==> config.mk <==
export PLATFORM = sky130hd
export DESIGN_NAME = traffic_light_sequencer
export DESIGN_NICKNAME = d
export VERILOG_FILES = /design/src/rtl/traffic_light_pkg.sv /design/src/rtl/phase_timer.sv /design/src/rtl/traffic_light_sequencer.sv
export SDC_FILE = /design/constraint.sdc
export NUM_CORES = 1
export LEC_CHECK = 0
export ABC_AREA = 1
export CELL_PAD_IN_SITES_DETAIL_PLACEMENT = 1
export CELL_PAD_IN_SITES_GLOBAL_PLACEMENT = 1
export CORE_MARGIN = 3
export CORE_UTILIZATION = 34
export DETAILED_ROUTE_END_ITERATION = 6
export PLACE_DENSITY_LB_ADDON = 0.1
export SLEW_MARGIN = 20
export SYNTH_ARGS = -nofsm -noshare
export SYNTH_HDL_FRONTEND = slang
export SYNTH_SLANG_ARGS = --single-unit
export TNS_END_PERCENT = 30
==> constraint.sdc <==
create_clock -name clk -period 1.3 [get_ports clk]
set_input_delay 0.195 -clock clk [delete_from_list [all_inputs] [get_ports clk]]
set_output_delay 0.195 -clock clk [all_outputs]
set_load 0.05 [all_outputs]
==> src/rtl/traffic_light_pkg.sv <==
// Phase encoding shared with the traffic light decode FSM, plus default phase durations.
package traffic_light_pkg;

  typedef enum logic [1:0] {
    PH_RED     = 2'b00,
    PH_RED_YEL = 2'b01,
    PH_GREEN   = 2'b10,
    PH_YEL     = 2'b11
  } phase_t;

  localparam int DEF_RED_CYCLES       = 16;
  localparam int DEF_RED_YEL_CYCLES   = 4;
  localparam int DEF_GREEN_CYCLES     = 20;
  localparam int DEF_MIN_GREEN_CYCLES = 8;
  localparam int DEF_YEL_CYCLES       = 4;
  localparam int DEF_CNT_W            = 8;

  // The encoding is a plain 2-bit ring, so the successor is an increment.
  function automatic phase_t next_phase(input phase_t p);
    return phase_t'(p + 2'd1);
  endfunction

endpackage

==> src/rtl/phase_timer.sv <==
// Phase duration counter: counts enabled cycles, flags the last cycle and the minimum point.
module phase_timer #(
  parameter int CNT_W = 8
) (
  input  logic             clk,
  input  logic             rstb,
  input  logic             en,
  input  logic             clr,
  input  logic [CNT_W-1:0] dur,
  input  logic [CNT_W-1:0] min_cnt,
  output logic             expire,
  output logic             at_min
);

  logic [CNT_W-1:0] cnt;

  always_ff @(posedge clk or negedge rstb) begin
    if (!rstb)   cnt <= '0;
    else if (en) cnt <= clr ? '0 : cnt + 1'b1;
  end

  assign expire = (cnt == dur - 1'b1);
  assign at_min = (cnt >= min_cnt - 1'b1);

endmodule

==> src/rtl/traffic_light_sequencer.sv <==
// Timed RED -> RED_YEL -> GREEN -> YELLOW generator with pedestrian early exit.
// Define NIGHT_MODE_EN to add the night_mode input and the flashing-yellow NIGHT state.
module traffic_light_sequencer
  import traffic_light_pkg::*;
#(
  parameter int RED_CYCLES       = DEF_RED_CYCLES,
  parameter int RED_YEL_CYCLES   = DEF_RED_YEL_CYCLES,
  parameter int GREEN_CYCLES     = DEF_GREEN_CYCLES,
  parameter int MIN_GREEN_CYCLES = DEF_MIN_GREEN_CYCLES,
  parameter int YEL_CYCLES       = DEF_YEL_CYCLES,
  parameter int CNT_W            = DEF_CNT_W
) (
  input  logic   clk,
  input  logic   rstb,
  input  logic   enable,
  input  logic   ped_req,
`ifdef NIGHT_MODE_EN
  input  logic   night_mode,
`endif
  output logic   ped_ack,
  output logic   code_a,
  output logic   code_b,
  output phase_t phase,
  output logic   phase_done
);

  phase_t           st_q, st_d;
  logic [1:0]       code_q, code_d;
  logic             night_q, night_d;
  logic             pend_q, pend_d;
  logic             ack_q, ack_d;
  logic             done_q, done_d;
  logic             adv, expire, at_min, night_req;
  logic [CNT_W-1:0] dur;

`ifdef NIGHT_MODE_EN
  assign night_req = night_mode;
`else
  assign night_req = 1'b0;
`endif

  phase_timer #(.CNT_W(CNT_W)) u_timer (
    .clk     (clk),
    .rstb    (rstb),
    .en      (enable),
    .clr     (adv),
    .dur     (dur),
    .min_cnt (CNT_W'(MIN_GREEN_CYCLES)),
    .expire  (expire),
    .at_min  (at_min)
  );

  always_ff @(posedge clk or negedge rstb) begin
    if (!rstb) begin
      st_q    <= PH_RED;
      code_q  <= 2'b00;
      night_q <= 1'b0;
      pend_q  <= 1'b0;
      ack_q   <= 1'b0;
      done_q  <= 1'b0;
    end else begin
      st_q    <= st_d;
      code_q  <= code_d;
      night_q <= night_d;
      pend_q  <= pend_d;
      ack_q   <= ack_d;
      done_q  <= done_d;
    end
  end

  always_comb begin
    st_d    = st_q;
    code_d  = code_q;
    night_d = night_q;
    pend_d  = pend_q | ped_req;
    ack_d   = 1'b0;
    done_d  = 1'b0;
    adv     = 1'b0;
    unique case (st_q)
      PH_RED:     dur = CNT_W'(RED_CYCLES);
      PH_RED_YEL: dur = CNT_W'(RED_YEL_CYCLES);
      PH_GREEN:   dur = CNT_W'(GREEN_CYCLES);
      default:    dur = CNT_W'(YEL_CYCLES);
    endcase
    if (night_q) dur = CNT_W'(YEL_CYCLES);

    if (enable) begin
      if (night_q) begin
        // Leaving night restarts a full RED; pedestrian state is carried untouched.
        if (!night_req) begin
          night_d = 1'b0;
          st_d    = PH_RED;
          code_d  = 2'b00;
          adv     = 1'b1;
          done_d  = 1'b1;
        end else if (expire) begin
          code_d = ~code_q;
          adv    = 1'b1;
          done_d = 1'b1;
        end
      end else begin
        adv = expire | ((st_q == PH_GREEN) & pend_q & at_min);
        if (adv) begin
          done_d = 1'b1;
          if (night_req) begin
            night_d = 1'b1;
            code_d  = 2'b11;
          end else begin
            st_d   = next_phase(st_q);
            code_d = next_phase(st_q);
            // A request arriving on the serving edge survives for the next GREEN.
            if (next_phase(st_q) == PH_RED && pend_q) begin
              ack_d  = 1'b1;
              pend_d = ped_req;
            end
          end
        end
      end
    end
  end

  assign code_a     = code_q[1];
  assign code_b     = code_q[0];
  assign phase      = phase_t'(code_q);
  assign ped_ack    = ack_q;
  assign phase_done = done_q;

endmodule
==> results of run 1 <==
[power by group]
part / internal (W) / leakage, nW / switching (W)
Combinational: 0.000277 / 0.414 / 0.000327
Clock: 0.000119 / 0.0150 / 0.000150
Sequential: 0.000503 / 0.154 / 0.000117
[logic make-up (layout without fill, tap and decap cells)]
group | after synthesis | in the layout
AND/OR/NAND/NOR | 59 | 59
buffers and inverters | 19 | 42
flip-flops | 13 | 13
adder cells (fa/ha/maj) | 4 | 4
XOR/XNOR | 4 | 4
AO/OA/AOI/OAI | 2 | 2
[placed cells by master, fill, tap and decap left out, drive strengths merged]
| master | count |
|---|---|
| buf | 19 |
| clkbuf | 4 |
| clkdlybuf4s50 | 3 |
| dfrtp | 13 |
| ha | 4 |
| inv | 16 |
| nand2 | 36 |
| nand3 | 8 |
| nand4 | 1 |
| nor2 | 13 |
| nor3 | 1 |
| o21ai | 1 |
| o21bai | 1 |
| xnor2 | 1 |
| xor2 | 3 |
[routing by layer]
| metal | up-vias | global-route usage, % | wire, um |
|---|---|---|---|
| met5 | - | 0 | 0 |
| met4 | 0 | 6.383 | 13 |
| met3 | 2 | 2.535 | 51 |
| met2 | 6 | 24.90 | 886 |
| met1 | 331 | 21.27 | 897 |
| li1 | 347 | - | - |
[synth_stat cells, drive strengths merged]
master / instances
ha: 4
nor2: 13
dfrtp: 13
nor3: 1
nand4: 1
o21ai: 1
buf: 3
nand3: 8
o21bai: 1
nand2: 36
xnor2: 1
xor2: 3
inv: 16
[final cells by class]
cell class	instances	area, sq um
Fill cell	252	903.4
Multi-Input combinational cell	69	430.4
Sequential cell	13	329.1
Timing Repair Buffer	22	251.5
Inverter	16	67.56
Tap cell	27	33.78
Clock buffer	4	26.28
[per-stage QoR]
stage               instances  area [sq um]  util (%)  hold slack, ns  setup WS, ns
finish                    151          1139     55.76          0.2140      -0.05882
global route              151          1139     55.76          0.2349       -0.1716
CTS                       151          1102     53.98          0.2249      -0.06813
detailed placement        146          1046     51.23          0.5108       -0.2287
global placement          146          1046     51.23          0.4922       -0.1729
floorplan                 101         792.0         -         -0.1006       -0.1498
[flip-flops by register name (all words and copies together), names as in the netlist]
signal	flops
pend_q	1
phase_done	1
phase	2
ped_ack	1
u_timer.cnt	8
[worst min path at each step]
stage / to / slack (ns) / depth (start not counted) / from
after global routing: phase_done$_DFF_PN0_ / 0.23 / 2 / rstb
after global placement: pend_q$_DFF_PN0_ / 0.49 / 2 / pend_q$_DFF_PN0_
after CTS: u_timer.cnt[4]$_DFFE_PN0P_ / 0.22 / 2 / rstb
after floorplan: ped_ack$_DFF_PN0_ / -0.10 / 0 / rstb
after detailed placement: pend_q$_DFF_PN0_ / 0.51 / 2 / pend_q$_DFF_PN0_
final: phase_done$_DFF_PN0_ / 0.21 / 2 / rstb
[worst max-delay path, stage by stage, from the launching register on]
cell and delay, ns:
sky130_fd_sc_hd__dfrtp_2 0.45, sky130_fd_sc_hd__buf_4 0.15, sky130_fd_sc_hd__buf_4 0.14, sky130_fd_sc_hd__buf_12 0.14
[what timing repair did]
item,CTS,global route
endpoints found under the setup margin,13,15
gates resized for setup,7,9
hold endpoints to repair,0,0
hold buffers,0,0
pin swaps,2,2
setup buffers,1,0
==> results_tabular.tex, run 1 <==
\begin{tabular}{lr}
\hline
Metric & Value \\
\hline
\multicolumn{2}{l}{\textbf{Detailed routing}} \\
Via total after detailed routing & 686 \\
Detailed-route DRC error count & 0 \\
Number of detailed-routing iterations run before antenna repair & 4 \\
Wire length per cell after detailed routing & 12.24 um \\
Detail-routed via count per cell & 4.543 \\
Total Wirelength & 1848 um \\
Antenna Violating Nets Remaining & 0 \\
DRC marker count from the first detailed-route iteration & 7 \\
\multicolumn{2}{l}{\textbf{Floorplan}} \\
Height of the die & 53.34 um \\
I/O pins & 10 \\
Area of the core & 2042 sq um \\
DIE AREA & 2845 sq um \\
FP Rows & 16 \\
Effective utilization at floorplan & 37.32\% \\
Chip Width & 53.34 um \\
\multicolumn{2}{l}{\textbf{STA}} \\
RSZ-0062 raised after global routing & true \\
Clock period minus final worst setup slack & 1.359 ns \\
Final hold violation count & 0 \\
Maximum clock frequency & 0.7359 GHz \\
Setup violation total in the final timing report & 14 \\
Share of the cycle needed by the critical path after routing & 104.5\% \\
Worst Max-Slew Pin Slew & 0.1918 ns \\
Worst setup margin & -0.05882 ns \\
Final number of max-transition violations & 0 \\
Setup Skew & 0.008600 ns \\
Setup TNS & -0.5157 ns \\
Worst rel slew slack & 87.21\% \\
\multicolumn{2}{l}{\textbf{Critical path}} \\
Reg-to-reg critical path startpoint & phase[0]\$\_DFFE\_PN0P\_ \\
Top fanout value on the critical path & 3 \\
Worst setup startpoint & phase[1]\$\_DFFE\_PN0P\_ \\
Reg-to-reg slack, setup & -0.06 ns \\
Endpoint required time on the critical path & 1.11 ns \\
Critical path start-end classification & reg -> out \\
Crit start category & register \\
Worst r2r path cells & 9 \\
Critical Path Sink Type & output port \\
Worst reg2reg path endpoint & phase[0]\$\_DFFE\_PN0P\_ \\
Critical path data arrival time & 1.16 ns \\
Worst setup path end & code\_a \\
\multicolumn{2}{l}{\textbf{Synth}} \\
Adder-cell share of the synthesized area & 6.568\% \\
Sequential area share after synthesis & 42.69\% \\
Synth Area in Compound Gates & 1.642\% \\
Dominant combinational cell family by area after synthesis & simple AND/OR/NAND/NOR gates \\
Total of warnings raised by yosys & 0 \\
Synthesized-area fraction occupied by and/or/nand/nor cells & 33.66\% \\
Netlist area before placement & 762.0 sq um \\
Post-synthesis cell type with the largest combined area & sky130\_fd\_sc\_hd\_\_dfrtp\_1 \\
Most area-consuming cells after synthesis & sky130\_fd\_sc\_hd\_\_dfrtp\_1, sky130\_fd\_sc\_hd\_\_nand2\_1, sky130\_fd\_sc\_hd\_\_inv\_1 \\
Xor-xnor portion of the synthesized cell area & 4.598\% \\
Area share of the largest cell type after synthesis & 42.69\% \\
Netlist cell types & 19 \\
Mux share of post-synthesis cell area & 0\% \\
Avg Cell Area, Syn & 7.544 sq um \\
Net count after synthesis & 109 \\
Number of instances in the synthesized netlist & 101 \\
Total of flip-flops plus latches after synthesis & 13 \\
\multicolumn{2}{l}{\textbf{Place}} \\
Placer's final routability congestion estimate & 0.7663 \\
Count of port buffers added during placement & 9 \\
Post-detail-place hpwl & 1397 um \\
\multicolumn{2}{l}{\textbf{GRT}} \\
Initial antenna violation count & 0 \\
Residual overflow from global routing & 0 \\
Vias in the first global route & 729 \\
GRT Resource Usage Total & 15.84\% \\
Wire length of the first global-routing pass & 3270 um \\
Pin count of the biggest net entering global routing & 14 \\
\multicolumn{2}{l}{\textbf{Run}} \\
Count of maximum capacitance violations & 0 \\
\multicolumn{2}{l}{\textbf{Clock tree}} \\
Maximum buffer depth of the clock tree & 2 \\
Clock sinks & 13 \\
Insertion delay to the later sink of the worst-skew pair & 0.28 ns \\
Root Buffer Master & sky130\_fd\_sc\_hd\_\_clkbuf\_4 \\
H-tree depth & 1 \\
TritonCTS clock tree & yes \\
Clock transition time at the flip-flop clock pins of the worst setup and hold paths & 0.09 ns \\
Clock buffers created by TritonCTS & 3 \\
\multicolumn{2}{l}{\textbf{Power}} \\
Power density over the cells & 1311 nW/um\^{}2 \\
Leak pwr & 0.5837 nW \\
Power Total & 0.001493 W \\
Peak supply drop & 0.8032 mV \\
\multicolumn{2}{l}{\textbf{Status}} \\
Status & finished, violations left \\
Violations in the final reports & setup timing \\
\multicolumn{2}{l}{\textbf{Worst hold path}} \\
Path category of the worst min-delay check & in -> async \\
\multicolumn{2}{l}{\textbf{Cells and area}} \\
Ratio of cells with drive above 1 in the final layout & 36.29\% \\
Antenna diode count & 0 \\
Area growth, synth to finish & 49.42\% \\
Post-layout nets & 133 \\
\hline
\end{tabular}
Power figures use the tool's default switching activity.
==> run 2: changes to the inputs <==
- CTS_CLUSTER_SIZE: unset -> 28
==> results of run 2 <==
Same layout as run 1: the final DEF is identical, and so are final timing and power.
==> run 3: changes to the inputs <==
- CTS_CLUSTER_SIZE: 28 -> 24
==> results of run 3 <==
Same layout as run 1: the final DEF is identical, and so are final timing and power.
